==> src/rtl/key_event_scheduler.sv <==
// Key event scheduler: captures debounced press/release pulses, arbitrates them round-robin
// into an event FIFO and tracks the monophonic note. Optional sustain pedal: define SUSTAIN_EN.
module key_event_scheduler #(
    parameter int N_KEYS     = 8,
    parameter int FIFO_DEPTH = 4,
    parameter int KW         = 3
) (
    input  logic              clk,
    input  logic              rst,
    input  logic [N_KEYS-1:0] key_press,
    input  logic [N_KEYS-1:0] key_release,
`ifdef SUSTAIN_EN
    input  logic              sustain,
`endif
    output logic              evt_valid,
    input  logic              evt_ready,
    output logic [KW-1:0]     evt_key,
    output logic              evt_press,
    output logic              note_active,
    output logic [KW-1:0]     note_idx,
    output logic [N_KEYS-1:0] held,
    output logic              drop_err
);
    localparam int AW = $clog2(FIFO_DEPTH);
    localparam int CW = $clog2(FIFO_DEPTH + 1);

    logic [N_KEYS-1:0] pend_p, pend_r;
    logic [KW-1:0]     rr_ptr;
    logic [KW:0]       mem [FIFO_DEPTH];
    logic [AW-1:0]     wr_ptr, rd_ptr;
    logic [CW-1:0]     count;
    logic [KW-1:0]     last_key;
    logic              last_press;

    logic              gnt, gnt_press, pop, can_push;
    logic [KW-1:0]     gnt_key, idx;
    logic [N_KEYS-1:0] onehot, clr_p, clr_r, held_nxt;
    logic              note_active_nxt, sus_on, sus_fall;
    logic [KW-1:0]     note_idx_nxt;
    int                j;

    function automatic logic [KW-1:0] lowest(input logic [N_KEYS-1:0] v);
        lowest = '0;
        for (int i = N_KEYS - 1; i >= 0; i--)
            if (v[i]) lowest = KW'(i);
    endfunction

    assign evt_valid = (count != '0);
    assign pop       = evt_valid && evt_ready;
    // A pop frees the slot in the same cycle, so a full FIFO still accepts a push then.
    assign can_push  = (count != CW'(FIFO_DEPTH)) || pop;
    assign evt_key   = evt_valid ? mem[rd_ptr][KW:1] : last_key;
    assign evt_press = evt_valid ? mem[rd_ptr][0]    : last_press;

    always_comb begin
        gnt       = 1'b0;
        gnt_key   = '0;
        gnt_press = 1'b0;
        j         = 0;
        idx       = '0;
        for (int off = 0; off < N_KEYS; off++) begin
            j = int'(rr_ptr) + off;
            if (j >= N_KEYS) j = j - N_KEYS;
            idx = KW'(j);
            if (!gnt && (pend_p[idx] || pend_r[idx])) begin
                gnt       = 1'b1;
                gnt_key   = idx;
                gnt_press = pend_p[idx];
            end
        end
        if (!can_push) gnt = 1'b0;
    end

    assign onehot   = N_KEYS'(1) << gnt_key;
    assign clr_p    = (gnt && gnt_press)  ? onehot : '0;
    assign clr_r    = (gnt && !gnt_press) ? onehot : '0;
    assign held_nxt = !gnt ? held : (gnt_press ? (held | onehot) : (held & ~onehot));

`ifdef SUSTAIN_EN
    logic sus_q, sus_fall_q;
    always_ff @(posedge clk or negedge rst) begin
        if (!rst) begin
            sus_q      <= 1'b0;
            sus_fall_q <= 1'b0;
        end else begin
            sus_q      <= sustain;
            sus_fall_q <= sus_q && !sustain;
        end
    end
    assign sus_on   = sustain;
    assign sus_fall = sus_fall_q;
`else
    assign sus_on   = 1'b0;
    assign sus_fall = 1'b0;
`endif

    always_comb begin
        note_active_nxt = note_active;
        note_idx_nxt    = note_idx;
        if (sus_fall) begin
            if (held_nxt == '0) note_active_nxt = 1'b0;
            else                note_idx_nxt    = lowest(held_nxt);
        end
        if (gnt && !gnt_press && !sus_on && (gnt_key == note_idx)) begin
            if (held_nxt != '0) note_idx_nxt    = lowest(held_nxt);
            else                note_active_nxt = 1'b0;
        end
        if (gnt && gnt_press) begin
            note_idx_nxt    = gnt_key;
            note_active_nxt = 1'b1;
        end
    end

    always_ff @(posedge clk or negedge rst) begin
        if (!rst) begin
            pend_p      <= '0;
            pend_r      <= '0;
            rr_ptr      <= '0;
            held        <= '0;
            note_idx    <= '0;
            note_active <= 1'b0;
            drop_err    <= 1'b0;
            wr_ptr      <= '0;
            rd_ptr      <= '0;
            count       <= '0;
            last_key    <= '0;
            last_press  <= 1'b0;
            for (int k = 0; k < FIFO_DEPTH; k++) mem[k] <= '0;
        end else begin
            // A pulse landing on the bit being granted re-arms it rather than counting as a drop.
            pend_p <= (pend_p & ~clr_p) | key_press;
            pend_r <= (pend_r & ~clr_r) | key_release;
            if (|(key_press & pend_p & ~clr_p) || |(key_release & pend_r & ~clr_r))
                drop_err <= 1'b1;
            held        <= held_nxt;
            note_idx    <= note_idx_nxt;
            note_active <= note_active_nxt;
            if (gnt) begin
                mem[wr_ptr] <= {gnt_key, gnt_press};
                wr_ptr      <= wr_ptr + AW'(1);
                rr_ptr      <= (gnt_key == KW'(N_KEYS - 1)) ? '0 : gnt_key + KW'(1);
            end
            if (pop) begin
                rd_ptr     <= rd_ptr + AW'(1);
                last_key   <= mem[rd_ptr][KW:1];
                last_press <= mem[rd_ptr][0];
            end
            if (gnt && !pop)      count <= count + CW'(1);
            else if (!gnt && pop) count <= count - CW'(1);
        end
    end
endmodule

==> config.mk <==
export PLATFORM = sky130hd
export DESIGN_NAME = key_event_scheduler
export DESIGN_NICKNAME = d
export VERILOG_FILES = /design/src/rtl/key_event_scheduler.sv
export SDC_FILE = /design/constraint.sdc
export NUM_CORES = 1
export LEC_CHECK = 0
export ABC_AREA = 0
export CAP_MARGIN = 40
export CORE_MARGIN = 4
export CORE_UTILIZATION = 53
export CTS_CLUSTER_DIAMETER = 100
export DETAILED_ROUTE_END_ITERATION = 10
export GPL_TIMING_DRIVEN = 0
export MAX_ROUTING_LAYER = met4
export PLACE_DENSITY = 0.76
export RECOVER_POWER = 100
export SETUP_SLACK_MARGIN = 0.4
export SYNTH_ARGS = -nofsm -noshare
export SYNTH_HDL_FRONTEND = slang
export SYNTH_SLANG_ARGS = --single-unit
==> constraint.sdc <==
create_clock -name clk -period 12.6 [get_ports clk]
set_input_delay 1.26 -clock clk [delete_from_list [all_inputs] [get_ports clk]]
set_output_delay 1.26 -clock clk [all_outputs]
set_load 0.01 [all_outputs]
# Yosys cells after proc, flatten, opt, wreduce, memory -nomap -nowiden

Index checks and enable logic that the tools add are counted.

Register bits: 59
Output and inout bits: 18
Word-level logic and storage cells: 212

$add $sub $neg: 20
$lt $le $gt $ge: 19
Equal/unequal tests: 4
Shifts and indexed selects: 1
Mux-type cells: 94
Bitwise operators: 15
Reduce and logical (&&, ||, !) cells: 43

Operator list:

| kind                  | number |
|---|---|
| $mux W3               | 31 |
| $and A8 B8 Y8         | 7 |
| $bmux W1 S3           | 16 |
| $mux W1               | 37 |
| $lt A3 B4 Y1 const B  | 8 |
| $mux W8               | 4 |
| $ge A4 B4 Y1 const B  | 7 |
| $sub A3 B1 Y3 const B | 9 |
| $not A8 Y8            | 3 |
| $or A8 B8 Y8          | 3 |
| $add A3 B3 Y4 const B | 4 |
| $bwmux W16            | 1 |
| $reduce_or A8 Y1      | 2 |
| $logic_and A1 B1 Y1   | 14 |
| $mux W4               | 3 |
| $logic_not A1 Y1      | 10 |
| $logic_or A1 B1 Y1    | 10 |
| $add A3 B2 Y4 const B | 2 |
| $bmux W4 S2           | 1 |
| $demux W4 S2          | 1 |
| $reduce_bool A8 Y1    | 1 |
| $shl A1 B3 Y8 const A | 1 |
| $add A3 B1 Y3 const B | 2 |
| $ge A3 B3 Y1 const B  | 2 |
| 12 further kinds      | 17 |

# Depth between registers and ports, before layout

Gate-level depths: netlist (run 1).

Word-level depth: 43
Gate-level depth with buffers: 23
Gate-level depth less buffers: 18

# Worst setup path after synthesis (run 1)

OpenSTA, ideal clock, no wires.

Kind: reg2reg
From: register rr_ptr[0]
To: register note_idx[0]
Data arrival time: 5,197 ps
Data required time: 12,514 ps
Slack: 7,317 ps
Cell stages (with the launch flop): 22
Path buffers: 4
Cells stage by stage: dfrtp_1 -> buf_6 -> buf_2 -> inv_1 -> clkbuf_1 -> ha_1 -> inv_1 -> mux4_2 -> a221o_1 -> nand4_4 -> nand2b_1 -> mux2_2 -> and3_1 -> clkbuf_1 -> ha_1 -> inv_1 -> a2111oi_1 -> mux2i_1 -> inv_1 -> or2_1 -> or4_1 -> a32oi_1

RTL lines:

| item                                                                   | line | text |
|---|---|---|
| start: declaration                                                     | 28   | `logic [KW-1:0] rr_ptr;` |
| start signal: assignment                                               | 141  | `rr_ptr <= (gnt_key == KW'(N_KEYS - 1)) ? '0 : gnt_key + KW'(1);` |
| parallel branches: the longest is 31 deep, another holds $add A3 B1 Y4 | -    |  |
| $mux W8 *                                                              | 77   | `assign held_nxt = !gnt ? held : (gnt_press ? (held \| onehot) : (held & ~onehot));` |
| named net held_nxt[4]                                                  | 37   | `logic [N_KEYS-1:0] onehot, clr_p, clr_r, held_nxt;` |
| $mux W3 (5 in series)                                                  | 45   | `if (v[i]) lowest = KW'(i);` |
| $mux W3                                                                | 105  | `if (held_nxt != '0) note_idx_nxt = lowest(held_nxt);` |
| $mux W3                                                                | 104  | `if (gnt && !gnt_press && !sus_on && (gnt_key == note_idx)) begin` |
| $mux W3                                                                | 108  | `if (gnt && gnt_press) begin` |
| end signal: assignment                                                 | 136  | `note_idx <= note_idx_nxt;` |
| end: declaration                                                       | 20   | `output logic [KW-1:0] note_idx,` |

Mark *: on every way through the listed nets, which the timed path passes. The select of a mux whose other input is x is not followed.
A chain may end at the register's enable or synchronous reset.

# Worst setup path in the final report (run 1)

From: register rr_ptr[0]
To: register note_idx[1]

Longest elaborated chain between the ends: 43

Ends and longest elaborated chain:

| item                                                                   | line | text |
|---|---|---|
| parallel branches: the longest is 26 deep, another holds $add A3 B1 Y4 | -    |  |
| $mux W3 *                                                              | 65   | `if (!gnt && (pend_p[idx] \|\| pend_r[idx])) begin` |
| named net gnt_key[2]                                                   | 36   | `logic [KW-1:0] gnt_key, idx;` |
| $shl A1 B3 Y8                                                          | 74   | `assign onehot = N_KEYS'(1) << gnt_key;` |
| $not A8 Y8                                                             | 77   |  |
| $and A8 B8 Y8                                                          | 77   |  |
| $mux W8 (2 in series)                                                  | 77   |  |
| $mux W3 (8 in series)                                                  | 45   |  |
| $mux W3                                                                | 105  |  |
| $mux W3                                                                | 104  |  |
| $mux W3                                                                | 108  |  |

Marks and branches as above.

==> flow_summary.toml, run 1 <==
[worst_setup_path]
rr_startpoint = "rr_ptr[0]$_DFFE_PN0N_"
startpoint = "rr_ptr[0]$_DFFE_PN0N_"
criticalPathCategory = "reg -> reg"
cp.arrival_ns = 8.63
cp_max_fo = 10
cp.required_ns = 12.79
startpoint_type = "register"
cp-end-kind = "register"

[timing]
whs_ns = 0.492
clock_skew_ns = 0.0145
fin_crit_ns = 8.44
drv_slew = 38
slew_headroom_pct = -29.3
tightest_slew_ns = 1.94
fin_crit_sh_pct = 67.0
rsz0062_at_grt = "false"
fmax_mhz = 118
setup_violations = 0
final.setup.tns_ns = 0
fin_ws_ns = 4.16
hold_viol = 0

[global_routing]
grt_max_degree = 38
track_usage_pct = 29.5
grt_pass1_vias = 4269
grt_pass1_wl_mm = 22.6
antenna_found_initial = 0
grt_overflow_total = 0

[die]
die_w_um = 101
ios = 37
die_height_um = 101
die_area_sq_mm = 0.0102
fp.coreArea_sq_mm = 0.00830
rows = 33
start_util_pct = 55.2

[drt]
ant_nets = 0
routed_wl_mm = 13.7
first_iter_violations = 279
post_drt_wl_per_cell_um = 22.1
via_per_inst = 6.73
via_count = 4159
drc_errors = 0
first_pass_iters = 5

[clock_tree]
worstSkewPairLatency_ns = 0.35
cts.path.max_buffers = 2
cts_setup_buffers = 0
cts-hold-fix-buffers = 0
root_buffer = "clkbuf_8"
cts-htree-levels = 3
clock-sinks = 59
cts_buffers = 9
clkTransAtPathRegs_ns = 0.08
ctsResizeCount = 0
cts_tree = "yes"

[place]
placed_cell_area_sq_mm = 0.00509
globalplace.congestion = 0.980
dp_hpwl_mm = 10.1
pre_cts_ws_ns = 6.21
port_buffers = 36

[logic_synthesis]
synth.avg_cell_area_sq_um = 9.96
async_flop_share_pct = 100
synth_area_sq_mm = 0.00458
synth_nets = 493
synth_edf_count = 0
synth.most_common_cell = "dfrtp_1"
netlist_top_cells_area = "dfrtp_1 (32%), mux4_2 (12%), nand2_1 (3.9%)"
synth_top_area_share_pct = 32.2
synthTopCellsByCount = "dfrtp_1 (59), nand2_1 (48), o21ai_0 (27)"
synth_seq_cells = 59
syn_inst = 460
synth_flop_cell = "dfrtp_1"
synth_top_area_cell = "dfrtp_1"
yosysWarnings = 0
synth.distinct_cells = 84
ys_seq_area_share_pct = 32.2

[outcome]
outcome = "finished, violations left"
violations = "max-capacitance violations, max-slew violations"

[finish]
drive_above_1_share_pct = 16.2
fill_cells = 685
nets = 541
design_area_sq_mm = 0.00522
n_antenna_cell = 0
area_delta_synth_final_pct = 14.0

[power_and_ir_drop]
power.density_mw_per_mm2 = 264
power_mw = 1.38
p_leak_nw = 1.90
ir_drop_mv = 0.149

[worst_hold_path]
hold_path.class = "reg -> reg"
holdCritStartpoint = "count[2]$_DFFE_PN0P_"

[job]
maxCapViolCount = 1
==> per-layer routing <==
metal	global-route usage [%]	vias to the layer above	wire length [um]
li1	-	1862	-
met1	39.7	2063	5760
met2	44.2	197	6470
met3	5.26	37	940
met4	12.4	0	518
met5	-	-	0
==> layout by cell type, fill, tap and decap left out, types with 16 or more instances in the layout <==
cell | Yosys | routed
nand2_1 | 48 | 48
clkbuf_1 | 13 | 19
mux4_2 | 25 | 25
dlygate4sd3_1 | 0 | 19
o21ai_0 | 27 | 29
inv_1 | 20 | 20
a21oi_1 | 16 | 17
nor2_1 | 23 | 23
dfrtp_1 | 59 | 59
clkdlybuf4s50_1 | 0 | 16
==> cells by family after synthesis <==
family	after synthesis	synth area share (%)
AOI/OAI and AO/OA	126	20.9
xor gates and xnor gates	13	2.48
adders and majority gates	14	3.99
buffers and inverters	57	5.62
DFF	59	32.2
muxes	48	17.6
and+or+nand+nor	143	17.2
==> stage by stage <==
step	utilization, %	cells
CTS	64.0	618
detailed placement	61.3	602
global placement	61.1	601
global route	62.9	618
floorplan	-	460
finish	62.9	618
==> where the power goes <==
group	switching (mW)	internal, mW	total (mW)
logic	0.503	0.348	0.851
clock network	0.0828	0.113	0.195
registers	0.0639	0.268	0.332
total	0.650	0.729	1.38
==> worst max-delay path: stages, from the launching register on <==
cell	delay, ns
dfrtp_1	0.42
clkbuf_1	0.46
clkbuf_1	0.51
inv_1	0.18
clkbuf_1	0.30
ha_1	0.51
clkbuf_1	0.46
nor4_1	0.13
o41ai_1	0.83
and2_0	0.34
nor2_1	0.07
and3_1	0.20
o32a_1	0.36
o21ai_0	0.99
clkinvlp_2	0.55
clkbuf_1	0.34
ha_1	0.33
a22oi_1	0.47
nand4bb_4	0.19
o41ai_1	0.55
a32oi_1	0.10
==> final timing paths <==
kind / cells after the start / slack [ns] / end
worst max-delay path: 20 / 4.16 / note_idx[1]$_DFFE_PN0P_
worst min-delay path: 1 / 0.49 / count[2]$_DFFE_PN0P_
worst max register to register: 20 / 4.16 / note_idx[1]$_DFFE_PN0P_
worst min register to register: 1 / 0.49 / count[2]$_DFFE_PN0P_
max in group asynchronous: 2 / 9.03 / last_key[0]$_DFFE_PN0P_
min in group asynchronous: 1 / 1.16 / drop_err$_DFFE_PN0P_
==> cell type report <==
| cell class | instances | area [sq um] | share of cell area [%] |
|---|---|---|---|
| plain buffers | 33 | 155 | 2.97 |
| clock buffers | 9 | 124 | 2.37 |
| well taps | 105 | 131 | 2.51 |
| inverters | 24 | 91.3 | 1.75 |
| repair buffers | 37 | 358 | 6.85 |
| clock inverters | 7 | 100 | 1.92 |
| multi-input cells | 344 | 2790 | 53.4 |
| flip-flops and latches | 59 | 1480 | 28.3 |
==> state kept, by name (all words and copies together) (netlist names), 3 cells and up <==
name / flops
rr_ptr: 3
pend_r: 8
count: 3
pend_p: 8
held: 8
mem: 16
last_key: 3
note_idx: 3
No activity file was read; power rests on OpenSTA's default activity.
==> run 2, diff against run 1 <==
==> constraint.sdc (replaced) <==
create_clock -name clk -period 8.1 [get_ports clk]
set_input_delay 0.81 -clock clk [delete_from_list [all_inputs] [get_ports clk]]
set_output_delay 0.81 -clock clk [all_outputs]
set_load 0.01 [all_outputs]
==> flow_summary.toml, run 2 (synthesis gave the netlist of run 1 again) <==
[clock_tree]
ctsResizeCount = 0
clock-sinks = 59
cts_tree = "yes"
worstSkewPairLatency_ns = 0.35
clkTransAtPathRegs_ns = 0.08
cts.path.max_buffers = 2
cts-htree-levels = 3
root_buffer = "clkbuf_8"
cts_buffers = 9
cts-hold-fix-buffers = 0
cts_setup_buffers = 0

[worst_setup_path]
path_cells = "buf_6, buf_2, inv_1, clkbuf_1, ha_1, buf_2, nor4_1, o41ai_1, a21oi_1, nand4_1, nand2b_1, mux2_2, and3_1, clkbuf_1, ha_1, inv_1, a2111oi_0, mux2i_1, inv_1, or2_1, o41ai_1, a32oi_1"
cp_slowest_stage_delay_ns = 0.82
path_common_cell = "inv_1"
cp.required_ns = 8.29
cp_num_buf_inv = 8
startpoint = "rr_ptr[0]$_DFFE_PN0N_"
cp-end-kind = "register"
slowest_stage = "o41ai_1"
worst_r2r_path_depth = 22
rr_startpoint = "rr_ptr[0]$_DFFE_PN0N_"
cpLargestDelayFamily = "compound AO/OA/AOI/OAI gates"
cp.arrival_ns = 7.21
reg2reg_to = "note_idx[1]$_DFFE_PN0P_"
criticalPathCategory = "reg -> reg"
r2r_slack_ns = 1.09
startpoint_type = "register"
cp_max_fo = 10

[power_and_ir_drop]
power_mw = 2.16
p_leak_nw = 1.93
ir_drop_mv = 0.231
power.density_mw_per_mm2 = 411

[timing]
clock_skew_ns = 0.0132
whs_ns = 0.491
fin_crit_ns = 7.01
slew_headroom_pct = -29.3
final.setup.tns_ns = 0
fin_crit_sh_pct = 86.6
fmax_mhz = 143
setup_violations = 0
drv_slew = 38
tightest_slew_ns = 1.94
rsz0062_at_grt = "false"
fin_ws_ns = 1.09
hold_viol = 0

[job]
maxCapViolCount = 1

[worst_hold_path]
holdPathStages = 1
hold_path.class = "reg -> reg"
hold_path_end = "count[2]$_DFFE_PN0P_"
holdCritStartpoint = "count[2]$_DFFE_PN0P_"

[global_routing]
grt_max_degree = 38
grt_overflow_total = 0
grt_pass1_wl_mm = 22.6
track_usage_pct = 29.5
antenna_found_initial = 0
grt_pass1_vias = 4269

[die]
die_w_um = 101
die_area_sq_mm = 0.0102
ios = 37
die_height_um = 101
rows = 33
start_util_pct = 55.2
fp.coreArea_sq_mm = 0.00830

[place]
globalplace.congestion = 0.980
pre_cts_ws_ns = 1.71
placed_cell_area_sq_mm = 0.00509
port_buffers = 36
dp_hpwl_mm = 10.1

[outcome]
violations = "max-capacitance violations, max-slew violations"
outcome = "finished, violations left"

[drt]
drc_errors = 0
wl_met2_mm = 6.36
ant_nets = 0
first_iter_violations = 290
dr.max_layer_used = "met4"
post_drt_wl_per_cell_um = 22.2
routed_wl_mm = 13.7
wl_met3_mm = 1.11
via_count = 4164
via_per_inst = 6.74
first_pass_iters = 5
wl_met1_mm = 5.73

[finish]
final_cell_mix = "dfrtp_1 (59), nand2_1 (48), o21ai_0 (28)"
area_delta_synth_final_pct = 14.7
final_common_cell = "dfrtp_1"
design_area_sq_mm = 0.00526
drive_above_1_share_pct = 17.2
nets = 541
regMostFlops = "mem"
largest_register_ffs = 16
n_antenna_cell = 0
[run 2: stage by stage]
step,utilization (%),std cells
floorplan,-,460
global placement,61.1,601
detailed placement,61.3,602
CTS,64.0,618
global route,63.4,618
finish,63.4,618
[run 2: worst max path at each step]
| stage | end | slack, ns | depth (start not counted) |
|---|---|---|---|
| after global routing | note_idx[0]$_DFFE_PN0P_ | 0.59 | 22 |
| after global placement | note_idx[0]$_DFFE_PN0P_ | 1.72 | 21 |
| final | note_idx[1]$_DFFE_PN0P_ | 1.09 | 22 |
| after CTS | note_idx[0]$_DFFE_PN0P_ | 1.68 | 21 |
| after floorplan | note_idx[0]$_DFFE_PN0P_ | 2.82 | 21 |
| after detailed placement | note_idx[1]$_DFFE_PN0P_ | 1.71 | 21 |
[run 2: per-layer routing]
| metal | track usage (%) | vias up |
|---|---|---|
| met5 | - | - |
| met4 | 12.4 | 0 |
| met3 | 5.26 | 39 |
| met2 | 44.2 | 226 |
| met1 | 39.7 | 2039 |
| li1 | - | 1860 |
[run 2: area by class of cell]
type	instances	area, sq um
buffer	33	165
clock buffer	9	124
clock inverter	7	100
fill	681	3040
inverter	24	92.6
multi-input combinational	344	2810
sequential	59	1480
tap	105	131
timing repair buffer	37	358
[run 2: power by group]
| part | switching (mW) | total [mW] | internal (mW) |
|---|---|---|---|
| clock network | 0.128 | 0.303 | 0.175 |
| registers | 0.100 | 0.517 | 0.417 |
| logic | 0.789 | 1.34 | 0.554 |
| total | 1.02 | 2.16 | 1.15 |
==> run 3, diff against run 2 <==
--- a/config.mk
+++ b/config.mk
@@ -7,6 +7,7 @@
 export LEC_CHECK = 0
 export ABC_AREA = 0
 export CAP_MARGIN = 40
+export CORE_ASPECT_RATIO = 1.2
 export CORE_MARGIN = 4
 export CORE_UTILIZATION = 53
 export CTS_CLUSTER_DIAMETER = 100
==> flow_summary.toml, run 3 (synthesis gave the netlist of run 1 again) <==
[worst_hold_path]
holdCritStartpoint = "mem[11]$_DFFE_PN0P_"
holdPathStages = 2
hold_path_end = "mem[11]$_DFFE_PN0P_"
hold_path.class = "reg -> reg"

[power_and_ir_drop]
p_switching_mw = 0.979
p_seq_share_pct = 24.5
pwr-share-clk_pct = 11.9
combPwrFrac_pct = 63.6
p_sw_share_pct = 47.1
power.internal_mw = 1.10
power.density_mw_per_mm2 = 398
ir_drop_mv = 0.235
p_leak_nw = 1.90
power_mw = 2.08

[finish]
drive_above_1_share_pct = 16.4
design_area_sq_mm = 0.00522
largest_register_ffs = 16
n_antenna_cell = 0
area_delta_synth_final_pct = 14.0
fill_cells = 706
nets = 541
regMostFlops = "mem"
final_common_cell = "dfrtp_1"
final_cell_mix = "dfrtp_1 (59), nand2_1 (48), o21ai_0 (28)"

[die]
start_util_pct = 55.3
rows = 36
ios = 37
die_w_um = 92.9
die_height_um = 110
fp.coreArea_sq_mm = 0.00829
die_area_sq_mm = 0.0102

[drt]
first_pass_iters = 5
drc_errors = 0
ant_nets = 0
routed_wl_mm = 13.1
via_count = 4099
via_per_inst = 6.55
first_iter_violations = 367
post_drt_wl_per_cell_um = 20.9

[timing]
final.setup.tns_ns = 0
setup_violations = 0
fin_crit_sh_pct = 88.2
fin_crit_ns = 7.14
hold_viol = 0
fmax_mhz = 140
tightest_slew_ns = 1.73
drv_slew = 33
slew_headroom_pct = -15.4
rsz0062_at_grt = "false"
clock_skew_ns = 0.00732
whs_ns = 0.475

[outcome]
violations = "max-capacitance violations, max-slew violations"
outcome = "finished, violations left"

[clock_tree]
clock-sinks = 59
worstSkewPairLatency_ns = 0.35
cts_tree = "yes"
cts.path.max_buffers = 2
cts_setup_buffers = 0
ctsResizeCount = 0
cts-htree-levels = 3
clkTransAtPathRegs_ns = 0.06
cts-hold-fix-buffers = 0
root_buffer = "clkbuf_8"
cts_buffers = 9

[global_routing]
grt_pass1_vias = 4055
grt_max_degree = 33
grt_pass1_wl_mm = 21.4
antenna_found_initial = 0
grt_overflow_total = 0
track_usage_pct = 27.9

[worst_setup_path]
startpoint_type = "register"
r2r_slack_ns = 0.96
cp_max_fo = 10
rr_startpoint = "rr_ptr[0]$_DFFE_PN0N_"
path_common_cell = "inv_1"
path_cells = "buf_6, buf_2, inv_1, clkbuf_1, ha_1, buf_2, nor4_1, o41ai_1, a21oi_1, nand4_1, nand2b_1, mux2_2, and3_1, clkbuf_1, ha_1, inv_1, a2111oi_0, mux2i_1, inv_1, or2_1, o41ai_1, a32oi_1"
worst_r2r_path_depth = 22
reg2reg_to = "note_idx[0]$_DFFE_PN0P_"
criticalPathCategory = "reg -> reg"
cp.required_ns = 8.29
cp.arrival_ns = 7.33
slowest_stage = "o41ai_1"
cp-end-kind = "register"
cpLargestDelayFamily = "compound AO/OA/AOI/OAI gates"
cp_slowest_stage_delay_ns = 0.87
cp_num_buf_inv = 8

[place]
globalplace.congestion = 1.01
dp_hpwl_mm = 9.64
placed_cell_area_sq_mm = 0.00510
port_buffers = 36

[job]
maxCapViolCount = 1
[run 3: cell types whose count changed in the layout (fill, tap and decap cells not counted)]
| cell | previous run | this run |
|---|---|---|
| inv_4 | 1 | 0 |
| clkinv_2 | 1 | 0 |
| and2_0 | 1 | 2 |
| buf_2 | 10 | 9 |
| clkinvlp_4 | 0 | 1 |
| clkinvlp_2 | 0 | 1 |
| and2_1 | 2 | 1 |
| clkinv_4 | 3 | 0 |
| clkbuf_8 | 9 | 12 |
| bufinv_16 | 2 | 0 |
| inv_6 | 1 | 0 |
| clkbuf_1 | 16 | 19 |
[run 3: per-layer routing]
| metal | wire length (um) | GRT usage (%) | up-vias | part of all wire [%] |
|---|---|---|---|---|
| met4 | 546 | 12.9 | 0 | 4.2 |
| met2 | 6220 | 43.5 | 215 | 48 |
| met5 | 0 | - | - | 0 |
| met1 | 5360 | 35.4 | 1975 | 41 |
| li1 | - | - | 1859 | - |
| met3 | 954 | 5.13 | 50 | 7.3 |
[run 3: tightest hold or removal path, delay by kind of cell (launching register included)]
family	cells	cell delay [ns]
flops	1	0.34
compound gates	1	0.06
simple gates	1	0.04
[run 3: layout make-up]
type                    count  area (sq um)  share of cell area, %
well taps                 114           143                   2.73
plain buffers              33           164                   3.14
inverters                  24          91.3                   1.75
flip-flops and latches     59          1480                   28.3
clock buffers              14           173                   3.31
clock inverters             1          7.51                  0.144
multi-input cells         344          2810                   53.8
repair buffers             37           358                   6.85
[run 3: worst max path at each step]
stage,end,startpoint,cells past startpoint
2_1_floorplan,note_idx[0]$_DFFE_PN0P_,rr_ptr[0]$_DFFE_PN0N_,21
3_3_place_gp,note_idx[0]$_DFFE_PN0P_,rr_ptr[0]$_DFFE_PN0N_,21
3_5_place_dp,note_idx[0]$_DFFE_PN0P_,rr_ptr[0]$_DFFE_PN0N_,21
4_1_cts,note_idx[0]$_DFFE_PN0P_,rr_ptr[0]$_DFFE_PN0N_,21
5_1_grt,note_idx[0]$_DFFE_PN0P_,rr_ptr[0]$_DFFE_PN0N_,22
6_report,note_idx[0]$_DFFE_PN0P_,rr_ptr[0]$_DFFE_PN0N_,22
[run 3: power groups by stage]
stage	logic, mW	clock network [mW]	registers, mW
3_5_place_dp	1.32	0	0.512
2_1_floorplan	0.953	0	0.493
4_1_cts	1.33	0.250	0.508
3_3_place_gp	1.30	0	0.506
5_1_grt	1.44	0.264	0.525
6_report	1.32	0.248	0.510
[run 3: metrics by stage]
| step | utilization, % | setup WS [ns] | std cells |
|---|---|---|---|
| 3_3_place_gp | 61.4 | 1.71 | 610 |
| 5_1_grt | 63.0 | 0.547 | 626 |
| 3_5_place_dp | 61.5 | 1.62 | 611 |
| 6_report | 63.0 | 0.958 | 626 |
| 4_1_cts | 63.7 | 1.59 | 626 |
| 2_1_floorplan | - | 2.82 | 460 |
